==> src/rtl/baud_pkg.sv <==
// Shared constants and divisor record for the baud tick generator.
// Latency: n/a (declarations only).
// Backpressure: n/a.
package baud_pkg;

  // Smallest integer divisor the period counter can honour.
  localparam int DIV_MIN    = 2;

  // Default build geometry.
  localparam int CNT_W_DEF  = 16;
  localparam int FRAC_W_DEF = 4;
  localparam int OSR_DEF    = 16;
  localparam int DIV_RST_DEF = 27;

  // Divisor as held in the active and shadow registers.
  typedef struct packed {
    logic [CNT_W_DEF-1:0]  ipart;  // whole clocks per oversample tick
    logic [FRAC_W_DEF-1:0] fpart;  // sixteenths (2^FRAC_W) of a clock
  } baud_div_t;

endpackage

==> src/rtl/baud_tick_gen_frac_accum.sv <==
// Fractional phase accumulator: adds the divisor fraction once per tick, flags overflow.
// Latency: carry is registered, valid the cycle after the stepping tick.
// Backpressure: none; step and clr are single-cycle qualifiers.
//
// Ports: in_clk/rst clock and async active-low reset; step advances the
// accumulator; clr zeroes accumulator and carry; frac is the addend; carry
// tells the period counter to stretch the next period by one clock.
module frac_accum #(
  parameter int FRAC_W = baud_pkg::FRAC_W_DEF
) (
  input  logic              in_clk,
  input  logic              rst,
  input  logic              step,
  input  logic              clr,
  input  logic [FRAC_W-1:0] frac,
  output logic              carry
);

  logic [FRAC_W-1:0] acc;
  logic [FRAC_W:0]   sum;

  assign sum = {1'b0, acc} + {1'b0, frac};

  always_ff @(posedge in_clk or negedge rst) begin
    if (!rst) begin
      acc   <= '0;
      carry <= 1'b0;
    end else if (clr) begin
      acc   <= '0;
      carry <= 1'b0;
    end else if (step) begin
      // Carry is held until the next tick so it selects a whole period.
      {carry, acc} <= sum;
    end
  end

endmodule

==> src/rtl/baud_tick_gen.sv <==
// Baud tick generator: single-cycle oversample, mid-bit and bit-boundary enables.
// Latency: strobes are registered, one cycle after the counter reaches P-1.
// Backpressure: none; en=0 freezes all state, load is shadowed while running.
//
// Ports: in_clk, rst (async active-low); en run enable; div_int/div_frac new
// divisor; load takes the divisor; restart realigns phase to zero; os_tick,
// mid_tick, bit_tick strobes; cfg_err flags an active integer divisor < 2.
// Optional macro BAUD_FRAC_EN adds the fractional accumulator; without it
// div_frac is ignored and the period is always div_int.
module baud_tick_gen
  import baud_pkg::*;
#(
  parameter int CNT_W   = CNT_W_DEF,
  parameter int FRAC_W  = FRAC_W_DEF,
  parameter int OSR     = OSR_DEF,
  parameter int DIV_RST = DIV_RST_DEF
) (
  input  logic              in_clk,
  input  logic              rst,
  input  logic              en,
  input  logic [CNT_W-1:0]  div_int,
  input  logic [FRAC_W-1:0] div_frac,
  input  logic              load,
  input  logic              restart,
  output logic              os_tick,
  output logic              mid_tick,
  output logic              bit_tick,
  output logic              cfg_err
);

  localparam int OS_W = $clog2(OSR);
  localparam logic [OS_W-1:0]  OS_MID  = OS_W'(OSR / 2 - 1);
  localparam logic [OS_W-1:0]  OS_LAST = OS_W'(OSR - 1);
  localparam logic [CNT_W:0]   ONE     = (CNT_W + 1)'(1);
  localparam logic [CNT_W-1:0] DMIN    = CNT_W'(DIV_MIN);

  baud_div_t div_a;     // divisor in force
  baud_div_t div_s;     // divisor waiting for the next tick
  baud_div_t div_in;
  baud_div_t div_nxt;
  logic      shadow_vld;
  logic      apply;
  logic      bad_nxt;
  logic      phase_clr;

  logic [CNT_W:0]  cnt;     // one spare bit so D = 2^CNT_W-1 plus carry cannot wrap
  logic [CNT_W:0]  p_last;
  logic [OS_W-1:0] os_cnt;
  logic            carry;
  logic            run;
  logic            tick;

  assign div_in = '{ipart: div_int, fpart: div_frac};
  assign run    = en & ~cfg_err;
  assign p_last = {1'b0, div_a.ipart} + {{CNT_W{1'b0}}, carry} - ONE;
  // >= rather than == so a smaller divisor loaded while held cannot strand cnt.
  assign tick   = run & ~restart & (cnt >= p_last);

  // Divisor selection: immediate when idle/stalled or on restart, otherwise
  // deferred to a tick so the running period never gets cut short.
  always_comb begin
    div_nxt = div_a;
    apply   = 1'b0;
    if (restart || !run) begin
      if (load) begin
        div_nxt = div_in;
        apply   = 1'b1;
      end else if (restart && shadow_vld) begin
        div_nxt = div_s;
        apply   = 1'b1;
      end
    end else if (tick) begin
      if (load) begin
        div_nxt = div_in;
        apply   = 1'b1;
      end else if (shadow_vld) begin
        div_nxt = div_s;
        apply   = 1'b1;
      end
    end
  end

  assign bad_nxt   = (div_nxt.ipart < DMIN);
  // An invalid divisor parks the phase at zero so a later valid load starts clean.
  assign phase_clr = restart | (apply & bad_nxt);

  always_ff @(posedge in_clk or negedge rst) begin
    if (!rst) begin
      div_a      <= '{ipart: CNT_W_DEF'(DIV_RST), fpart: '0};
      div_s      <= '0;
      shadow_vld <= 1'b0;
      cfg_err    <= (DIV_RST < DIV_MIN);
    end else begin
      div_a   <= div_nxt;
      cfg_err <= bad_nxt;
      if (apply) begin
        shadow_vld <= 1'b0;
      end else if (load) begin
        div_s      <= div_in;
        shadow_vld <= 1'b1;
      end
    end
  end

  always_ff @(posedge in_clk or negedge rst) begin
    if (!rst) begin
      cnt    <= '0;
      os_cnt <= '0;
    end else if (phase_clr) begin
      cnt    <= '0;
      os_cnt <= '0;
    end else if (tick) begin
      cnt    <= '0;
      os_cnt <= os_cnt + 1'b1;
    end else if (run) begin
      cnt    <= cnt + ONE;
    end
  end

  always_ff @(posedge in_clk or negedge rst) begin
    if (!rst) begin
      os_tick  <= 1'b0;
      mid_tick <= 1'b0;
      bit_tick <= 1'b0;
    end else begin
      os_tick  <= tick;
      mid_tick <= tick & (os_cnt == OS_MID);
      bit_tick <= tick & (os_cnt == OS_LAST);
    end
  end

`ifdef BAUD_FRAC_EN
  frac_accum #(
    .FRAC_W(FRAC_W)
  ) u_frac_accum (
    .in_clk(in_clk),
    .rst   (rst),
    .step  (tick),
    .clr   (phase_clr),
    .frac  (div_a.fpart),
    .carry (carry)
  );
`else
  logic unused_frac;
  assign unused_frac = ^div_a.fpart;
  assign carry       = 1'b0;
`endif

endmodule

==> config.mk <==
export PLATFORM = sky130hd
export DESIGN_NAME = baud_tick_gen
export DESIGN_NICKNAME = d
export VERILOG_FILES = /design/src/rtl/baud_pkg.sv /design/src/rtl/baud_tick_gen_frac_accum.sv /design/src/rtl/baud_tick_gen.sv
export SDC_FILE = /design/constraint.sdc
export NUM_CORES = 1
export LEC_CHECK = 0
export CAP_MARGIN = 20
export CORE_MARGIN = 2
export CORE_UTILIZATION = 64
export DETAILED_ROUTE_END_ITERATION = 10
export PLACE_DENSITY = 0.95
export SLEW_MARGIN = 20
export SYNTH_ARGS = -nofsm -noshare
export SYNTH_HDL_FRONTEND = slang
export SYNTH_SLANG_ARGS = --single-unit
export TNS_END_PERCENT = 20
==> constraint.sdc <==
create_clock -name in_clk -period 11.6 [get_ports in_clk]
set_input_delay 2.32 -clock in_clk [delete_from_list [all_inputs] [get_ports in_clk]]
set_output_delay 2.32 -clock in_clk [all_outputs]
set_load 0.05 [all_outputs]
==> flow_summary_export.csv, run 1 <==
group,metric,value,unit
die,die-area,6970,µm²
sta,finalMaxSlewViolations,0,
final_layout,drive_gt1_share,12.1,%
drt,wl_per_cell,19.4,µm
die,start_util,67.1,%
setup_path,timing.rr.end,"cnt[14]",
synthesis,avgSynthCellArea,9.08,µm²
clocking,cts_hold_buf,0,
power,leakage,1.87,nW
sta,max_slew.worst_pin.slew,1.14,ns
flow_run,timing.max_cap.violations,0,
sta,fin_crit,5.88,ns
clocking,clkLatencyLatePin,0.35,ns
grt,grt_overflow,0,
clocking,cts_made_buffers,9,
setup_path,rrSetupSlack,5.72,ns
run_status,status,"finished, final reports clean",
synthesis,ys_warn_count,0,
grt,gr-usage-all-layers,30.6,%
clocking,cts_root_buf,"clkbuf_8",
die,die_h,83.5,µm
die,rows,28,
drt,num_vias,3776,
setup_path,worst_path_max_delay_cell,"nor3b_1",
sta,slew_headroom,23.7,%
setup_path,crit_fanout,35,
setup_path,crit_start,"div_a[6]",
sta,setup_violations,0,
sta,clock_skew,0.00724,ns
final_layout,nNetsFinal,502,
clocking,clkTransAtPathRegs,0.06,ns
grt,grt_max_degree,59,
sta,fin_crit_sh,50.7,%
drt,drtAntennaViolNets,0,
sta,setup_ws,5.72,ns
synthesis,synth-main-ff-cell,"dfrtp_1",
sta,max_freq,170,MHz
final_layout,antennaDiodeCount,0,
die,fp.dieW,83.5,µm
drt,dr.pass1.iters,6,
synthesis,syn_area,4040,µm²
synthesis,synth-seq-area-share,36.0,%
placement,place_ws,5.62,ns
die,ioPinCount,29,
setup_path,crit_arrival,6.13,ns
synthesis,async_flop_share,100,%
setup_path,path_cells,"nor3_1 -> nor3b_1 -> nand3_1 -> nor3b_1 -> xnor2_1 -> ha_1 -> nand4_1 -> nor3_1 -> a21o_1 -> nand2_1 -> inv_1 -> o211ai_1 -> nor2_1 -> nand4_4 -> a21oi_1 -> mux2i_1",
setup_path,regToRegStartpoint,"div_a[6]",
synthesis,synth-seq-cells,58,
placement,dpl.hpwl,7170,µm
setup_path,cp-start-kind,"flip-flop",
setup_path,endpoint,"cnt[14]",
placement,io_buffers,24,
drt,drcViolationCount,0,
synthesis,syn-num-nets,490,
sta,finalSetupTns,0,ns
drt,dr.first_iter.drc_count,411,
clocking,clk_path_buf_depth,2,
power,peakVddDrop,95.6,µV
final_layout,area_growth,10.2,%
clocking,ctsResizeCount,0,
grt,grt_pass1_vias,3738,
grt,grt_pass1_wl,17400,µm
worst_hold_path,hold_path.class,"flip-flop to flip-flop",
sta,rsz0062_at_grt,"no",
setup_path,crit_buf_inv,1,
drt,drt_wl_total,10400,µm
setup_path,cp-end-kind,"flip-flop",
clocking,htreeDepth,3,
clocking,cts_tree,"built",
setup_path,r2r_cells,16,
clocking,cts_sinks,58,
setup_path,path_delay_family,"simple AND/OR/NAND/NOR gates",
power,power_density,119,nW/µm²
synthesis,synth-edff-count,0,
synthesis,ys_types,61,
setup_path,slowest_delay,0.57,ns
setup_path,critical_path_depth,16,
die,core_area,6030,µm²
sta,hold_violations,0,
synthesis,syn_inst,445,
setup_path,criticalPathCategory,"flip-flop to flip-flop",
drt,vias_per_cell,7.03,
grt,antenna_found_initial,0,
clocking,post_cts_buffers,0,
setup_path,crit_required,11.86,ns
placement,gp_congestion,0.954,
worst_hold_path,worstHoldStart,"os_cnt[3]",
sta,holdWs,0.437,ns
-- metal layers --
metal	wire, µm	up-vias	track usage (%)
li1	-	1663	-
met1	4160	1832	38.3
met2	5080	233	51.8
met3	816	48	5.93
met4	359	0	12.9
met5	0	-	0
-- worst register-to-register path, stage by stage (launching register included) --
cell,delay (ns)
dfrtp_1,0.45
nor3_1,0.30
nor3b_1,0.57
nand3_1,0.25
nor3b_1,0.28
xnor2_1,0.13
ha_1,0.35
nand4_1,0.22
nor3_1,0.54
a21o_1,0.46
nand2_1,0.26
inv_1,0.37
o211ai_1,0.25
nor2_1,0.25
nand4_4,0.46
a21oi_1,0.39
mux2i_1,0.25
-- registers in the layout, indices dropped and copies added, names as in the netlist --
signal	cells
cnt	17
div_a	16
div_s	16
os_cnt	4
bit_tick	1
cfg_err	1
mid_tick	1
os_tick	1
shadow_vld	1
-- report_power, final --
group / switching (mW) / total (mW) / internal (mW)
clock: 0.0799 / 0.162 / 0.0824
combinational: 0.0643 / 0.117 / 0.0528
sequential: 0.0263 / 0.251 / 0.224
-- kinds of logic after synthesis --
logic type / synth area share, %
buffers and inverters: 3.99
multiplexers: 8.76
AND/OR/NAND/NOR: 23.2
flip-flops: 36.0
XOR/XNOR: 4.12
adder cells (fa/ha/maj): 6.19
AO/OA/AOI/OAI: 17.7
-- how the worst min path moves through the flow --
stage	to	slack, ns	cells after the start
2_1_floorplan	mid_tick	0.40	1
3_3_place_gp	mid_tick	0.41	1
3_5_place_dp	mid_tick	0.42	1
4_1_cts	mid_tick	0.43	1
5_1_grt	mid_tick	0.47	1
6_report	mid_tick	0.44	1
-- through the flow --
| stage | util (%) | instance area, µm² | std cells | power, mW |
|---|---|---|---|---|
| finish | 73.9 | 4450 | 537 | 0.530 |
| global route | 73.9 | 4450 | 537 | 0.553 |
| CTS | 73.9 | 4450 | 537 | 0.525 |
| detailed placement | 71.2 | 4290 | 521 | 0.367 |
| global placement | 71.2 | 4290 | 521 | 0.358 |
| floorplan | - | 4040 | 445 | 0.330 |
-- placed cells by master, fill, tap and decap left out, types with 4 or more instances in the layout --
master / instances
mux2_2: 19
xor2_1: 9
a21oi_1: 26
buf_4: 4
o21ai_0: 20
nor3_1: 14
xnor2_1: 10
nor2_1: 18
nand2b_1: 5
inv_1: 12
nor2b_1: 11
mux2i_1: 14
clkdlybuf4s50_1: 23
dfrtp_1: 54
nor4_1: 5
a31oi_1: 4
a21oi_2: 6
o21a_1: 4
nand3_1: 23
a211oi_1: 7
nand2_1: 45
a21boi_0: 4
clkbuf_8: 10
ha_1: 20
and3_1: 8
dfstp_2: 4
o211ai_1: 6
nand4_1: 9
nand3b_1: 13
-- synthesized netlist by cell type (2+ instances only) --
library cell | n | area share [%]
dfrtp_1 | 54 | 33
nand4_1 | 9 | 1.4
and2_1 | 2 | 0.31
a221oi_1 | 3 | 0.65
o211ai_1 | 6 | 1.1
nor3_1 | 14 | 1.7
o221ai_1 | 3 | 0.65
a211o_1 | 3 | 0.65
or4_1 | 2 | 0.37
a21oi_2 | 6 | 1.3
nor4_4 | 2 | 1.1
a21o_1 | 3 | 0.56
clkbuf_1 | 22 | 2.0
ha_1 | 20 | 6.2
dfstp_2 | 4 | 2.6
and3_1 | 8 | 1.2
nand2b_1 | 5 | 0.77
nor4_1 | 5 | 0.77
a31oi_1 | 4 | 0.62
o21a_1 | 4 | 0.74
a21boi_0 | 4 | 0.74
nand3_1 | 23 | 2.8
a2bb2oi_1 | 2 | 0.43
mux2_2 | 19 | 5.3
a21oi_1 | 26 | 3.2
inv_1 | 12 | 1.1
nor2_1 | 18 | 1.7
nand3b_1 | 13 | 2.4
xnor2_1 | 10 | 2.2
and4_1 | 2 | 0.43
nor3b_1 | 3 | 0.56
xor2_1 | 9 | 1.9
or3_1 | 3 | 0.46
nand2_1 | 45 | 4.2
mux2i_1 | 14 | 3.5
buf_2 | 3 | 0.37
a211oi_1 | 7 | 1.3
o21ai_0 | 20 | 2.5
nor2b_1 | 11 | 1.7
-- layout make-up --
cell class / count / area (µm²)
Clock buffer: 13 / 149
Multi-Input combinational cell: 348 / 2430
Inverter: 12 / 45.0
Clock inverter: 3 / 15.0
Fill cell: 396 / 1570
Sequential cell: 58 / 1460
Tap cell: 75 / 93.8
Timing Repair Buffer: 28 / 265
(Power assumes the default switching activity.)
==> run 2: changes to the inputs <==
Settings changed: CORE_UTILIZATION 64 to 60, PLACE_DENSITY 0.95 to 0.91.
Clock period 11.6 ns to 5.8 ns, I/O delays scaled along.
==> flow_summary_export.csv, run 2 (same netlist as run 1, synthesis figures left out) <==
group,metric,value,unit
run_status,status,"finished, final reports clean",
die,fp.dieW,86.1,µm
grt,grt_pass1_vias,3645,
final_layout,largest_register_ffs,17,
power,pwr-share-clk,39.5,%
final_layout,largestRegisters,"cnt: 17 flops, div_a: 16 flops, div_s: 16 flops",
clocking,clkTransAtPathRegs,0.07,ns
sta,setup_violations,0,
sta,fin_crit,5.28,ns
placement,gp_congestion,0.927,
die,start_util,62.9,%
setup_path,cp-end-kind,"flip-flop",
drt,vias_per_cell,7.08,
drt,num_vias,3845,
final_layout,largest-register,"cnt",
clocking,htreeDepth,3,
grt,gr-usage-all-layers,30.4,%
final_layout,antennaDiodeCount,0,
clocking,cts_sinks,58,
placement,placed_area,4320,µm²
power,netSwitchingPower,0.364,mW
sta,max_slew.worst_pin.slew,0.944,ns
setup_path,cp-start-kind,"flip-flop",
grt,antenna_found_initial,0,
worst_hold_path,holdPathStages,1,
sta,finalMaxSlewViolations,0,
sta,fin_crit_sh,91.1,%
clocking,cts_tree,"built",
die,die-area,7410,µm²
final_layout,design_area,4600,µm²
final_layout,mostFrequentLayoutCell,"dfrtp_1",
die,rows,29,
power,leakage,1.91,nW
grt,grt_pass1_wl,17600,µm
power,internal_power,0.864,mW
setup_path,r2r_cells,18,
drt,drtAntennaViolNets,0,
sta,rsz0062_at_grt,"no",
power,power_frac_comb,19.5,%
clocking,cts_root_buf,"clkbuf_8",
drt,drt_wl_total,11000,µm
setup_path,crit_required,6.07,ns
final_layout,fillers,437,
sta,finalSetupTns,0,ns
die,ioPinCount,29,
drt,dr.pass1.iters,6,
setup_path,crit_arrival,5.55,ns
flow_run,timing.max_cap.violations,0,
sta,hold_violations,0,
setup_path,criticalPathCategory,"flip-flop to flip-flop",
worst_hold_path,hold_path.class,"flip-flop to flip-flop",
drt,drcViolationCount,0,
power,power_density,267,nW/µm²
final_layout,area_growth,13.7,%
sta,holdWs,0.475,ns
sta,clock_skew,0.00812,ns
final_layout,utilization,71.6,%
sta,max_freq,189,MHz
placement,dpl.hpwl,7250,µm
clocking,cts_made_buffers,9,
setup_path,crit_fanout,16,
die,die_h,86.1,µm
final_layout,final_cell_mix,"dfrtp_1 (54), nand2_1 (45), a21oi_1 (26)",
placement,io_buffers,24,
grt,grt_max_degree,59,
drt,dr.first_iter.drc_count,431,
power,power_frac_seq,40.9,%
sta,slew_headroom,36.8,%
final_layout,drive_gt1_share,14.2,%
power,peakVddDrop,264,µV
drt,wl_per_cell,20.3,µm
final_layout,nNetsFinal,506,
grt,grt_overflow,0,
clocking,clkLatencyLatePin,0.35,ns
die,core_area,6420,µm²
clocking,clk_path_buf_depth,2,
power,swShare,29.6,%
==> run 2: cell count changes in the layout (fill, tap and decap cells not counted), moves of 2 or more <==
cell	before	now
clkbuf_1	3	1
clkinvlp_4	0	2
clkinv_2	3	0
bufinv_16	0	3
buf_4	4	7
nor3_1	14	12
nor3_2	1	3
==> run 2: cell type report <==
cell class / instances / area [µm²] / area share (%)
multi-input combinational: 349 / 2450 / 53.4
tap: 77 / 96.3 / 2.10
clock inverter: 4 / 97.6 / 2.12
timing repair buffer: 31 / 288 / 6.26
clock buffer: 12 / 155 / 3.38
sequential: 58 / 1460 / 31.7
inverter: 12 / 48.8 / 1.06
==> run 2: timing repair <==
| action | in CTS | in global routing |
|---|---|---|
| gates resized for setup | 0 | 4 |
| setup endpoints to repair | 0 | 21 |
| hold buffers | 0 | 0 |
| endpoints found under the hold margin | 0 | 0 |
| buffers inserted | 0 | 0 |
==> run 2: per-stage QoR <==
step / total power, mW / worst slack (ns) / cells
6_report: 1.23 / 0.518 / 543
5_1_grt: 1.27 / 0.105 / 543
4_1_cts: 1.21 / 0.279 / 542
3_5_place_dp: 0.735 / 0.295 / 526
3_3_place_gp: 0.717 / 0.585 / 526
2_1_floorplan: 0.659 / 1.63 / 445
==> run 2: power groups by stage <==
| stage | Clock (mW) | Sequential (mW) | Combinational [mW] |
|---|---|---|---|
| finish | 0.485 | 0.503 | 0.240 |
| global route | 0.500 | 0.508 | 0.261 |
| CTS | 0.483 | 0.499 | 0.232 |
| detailed placement | 0 | 0.506 | 0.229 |
| global placement | 0 | 0.501 | 0.216 |
| floorplan | 0 | 0.480 | 0.179 |
==> run 2: final timing paths <==
check / from / to / slack (ns)
hold / removal: os_cnt[3] / mid_tick / 0.47
min in group asynchronous: rst / cnt[6] / 0.94
hold reg to reg: os_cnt[3] / mid_tick / 0.47
setup reg to reg: div_a[6] / cnt[2] / 0.52
max in group asynchronous: rst / div_s[14] / 4.33
setup / recovery: div_a[6] / cnt[2] / 0.52
==> run 2: worst max-delay path, cell delays in order, from the launching register on <==
cell and delay, ns:
dfrtp_1 0.48, nor3_1 0.30, nor3b_1 0.24, buf_4 0.17, nand3_1 0.15, nor3b_1 0.33
xnor2_1 0.13, ha_1 0.32, nand4_1 0.21, a311o_1 0.37, o2111ai_2 0.13, a21o_2 0.27
nand2_1 0.27, clkinvlp_4 0.28, o211ai_1 0.18, nor2_1 0.43, nand4_4 0.34, a21boi_0 0.35
mux2i_1 0.25
==> run 2: layer usage <==
metal  track usage, %  up-vias  wire [µm]
li1                 -     1683          -
met2             49.2      283       5430
met5                0        -          0
met4             15.2        0        397
met3             4.43       54       1060
met1             39.7     1825       4110
==> run 3: changes to the inputs <==
Settings changed: CORE_MARGIN 2 to 5.
==> flow_summary_export.csv, run 3 (same netlist as run 1, synthesis figures left out) <==
group,metric,value,unit
power,netSwitchingPower,0.358,mW
power,internal_power,0.807,mW
setup_path,slowest_delay,0.39,ns
power,power_frac_seq,43.2,%
flow_run,timing.max_cap.violations,0,
power,power_frac_comb,20.5,%
sta,holdWs,0.427,ns
setup_path,crit_fanout,18,
final_layout,design_area,4560,µm²
die,core_area,6680,µm²
setup_path,crit_required,6.08,ns
die,die-area,8480,µm²
grt,grt_max_degree,59,
final_layout,antennaDiodeCount,0,
clocking,clkTransAtPathRegs,0.07,ns
clocking,cts_tree,"built",
sta,fin_crit,5.50,ns
grt,gr-usage-all-layers,25.8,%
worst_hold_path,whs_endpoint,"mid_tick",
sta,finalSetupTns,0,ns
setup_path,path_cells,"inv_1 -> ha_1 -> nand2_1 -> or2_2 -> nor3_2 -> nand3_1 -> or3_1 -> ha_1 -> nand4_1 -> a311o_1 -> o2111ai_2 -> a21o_1 -> nand2_1 -> clkinvlp_4 -> o211ai_1 -> nor2_1 -> nand4_4 -> a21boi_0 -> mux2i_1",
sta,slew_headroom,33.2,%
final_layout,finalNonFillerCells,545,
setup_path,timing.rr.end,"cnt[2]",
placement,io_buffers,24,
placement,place_ws,0.358,ns
sta,max_slew.worst_pin.slew,0.999,ns
clocking,clk_path_buf_depth,2,
final_layout,largest_register_ffs,17,
placement,gp_congestion,0.876,
placement,dpl.cell_count,528,
final_layout,largest-register,"cnt",
grt,antenna_found_initial,0,
setup_path,criticalPathCategory,"flip-flop to flip-flop",
power,swShare,30.7,%
drt,wl_per_cell,20.1,µm
run_status,status,"finished, final reports clean",
sta,setup_ws,0.304,ns
drt,drcViolationCount,0,
sta,setup_violations,0,
worst_hold_path,worstHoldStart,"os_cnt[3]",
drt,num_vias,3773,
drt,dr.first_iter.drc_count,452,
die,die_h,92.1,µm
clocking,ctsResizeCount,0,
setup_path,cp-end-kind,"flip-flop",
clocking,cts_sinks,58,
final_layout,utilization,68.3,%
final_layout,drive_gt1_share,14.0,%
sta,hold_violations,0,
placement,dpl.hpwl,7140,µm
clocking,post_cts_buffers,0,
final_layout,largestRegisters,"cnt: 17 flops, div_a: 16 flops, div_s: 16 flops",
clocking,cts_hold_buf,0,
final_layout,final_cell_mix,"dfrtp_1 (54), nand2_1 (45), a21oi_1 (26)",
clocking,htreeDepth,3,
power,peakVddDrop,198,µV
worst_hold_path,holdPathStages,1,
drt,dr.pass1.iters,6,
power,pwr-share-clk,36.3,%
drt,drt_wl_total,11000,µm
placement,placed_area,4310,µm²
clocking,clkLatencyLatePin,0.36,ns
clocking,cts_root_buf,"clkbuf_8",
final_layout,mostFrequentLayoutCell,"dfrtp_1",
sta,clock_skew,0.00909,ns
drt,vias_per_cell,6.92,
grt,grt_pass1_wl,17500,µm
final_layout,area_growth,12.8,%
die,ioPinCount,29,
power,power_density,256,nW/µm²
drt,drtAntennaViolNets,0,
setup_path,r2r_cells,19,
sta,max_freq,182,MHz
sta,fin_crit_sh,94.8,%
worst_hold_path,hold_path.class,"flip-flop to flip-flop",
power,leakage,1.90,nW
final_layout,nNetsFinal,505,
setup_path,worst_path_max_delay_cell,"a311o_1",
setup_path,regToRegStartpoint,"div_a[4]",
sta,finalMaxSlewViolations,0,
clocking,cts_made_buffers,9,
die,start_util,60.5,%
sta,rsz0062_at_grt,"no",
grt,grt_pass1_vias,3666,
grt,grt_overflow,0,
setup_path,cp-start-kind,"flip-flop",
setup_path,rrSetupSlack,0.30,ns
die,fp.dieW,92.1,µm
die,rows,30,
setup_path,crit_arrival,5.77,ns
power,finalPower,1.17,mW
run 3: changes by cell type in the layout (fill, tap and decap cells not counted), sizes merged:
cell    change
bufinv      -1
buf         -1
clkinv      +2
clkbuf      -1
run 3: layout make-up:
class	count	area, µm²
Sequential cell	58	1460
Clock buffer	11	141
Clock inverter	5	77.6
Inverter	12	48.8
Timing Repair Buffer	30	280
Tap cell	80	100
Multi-Input combinational cell	349	2460
Fill cell	481	2120
run 3: critical path, delay by kind of cell (launching register included):
| kind | cells | cell delay (ns) |
|---|---|---|
| mux | 1 | 0.22 |
| buf+inv | 2 | 0.36 |
| flops | 1 | 0.38 |
| fa+ha+maj | 2 | 0.51 |
| simple gates | 9 | 2.51 |
| compound gates | 5 | 1.43 |
run 3: per-layer routing:
metal	vias up	routed length (µm)	track usage (%)
met5	-	0	0
met4	0	375	13.2
met3	48	884	4.92
met2	215	5450	43.5
met1	1828	4270	31.2
li1	1682	-	-
run 3: how the worst max path moves through the flow:
| stage | start | end | slack, ns | depth (start not counted) |
|---|---|---|---|---|
| after global routing | div_a[4] | cnt[2] | 0.06 | 19 |
| after detailed placement | div_a[4] | cnt[2] | 0.36 | 18 |
| final | div_a[4] | cnt[2] | 0.30 | 19 |
| after floorplan | div_a[4] | cnt[12] | 1.63 | 20 |
| after CTS | div_a[4] | cnt[2] | 0.22 | 18 |
| after global placement | div_a[4] | cnt[2] | 0.56 | 18 |
run 3: power groups by stage:
stage	combinational, mW	clock [mW]	sequential [mW]
2_1_floorplan	0.179	0	0.480
3_3_place_gp	0.215	0	0.501
3_5_place_dp	0.227	0	0.506
4_1_cts	0.231	0.421	0.499
5_1_grt	0.262	0.439	0.509
6_report	0.239	0.423	0.504
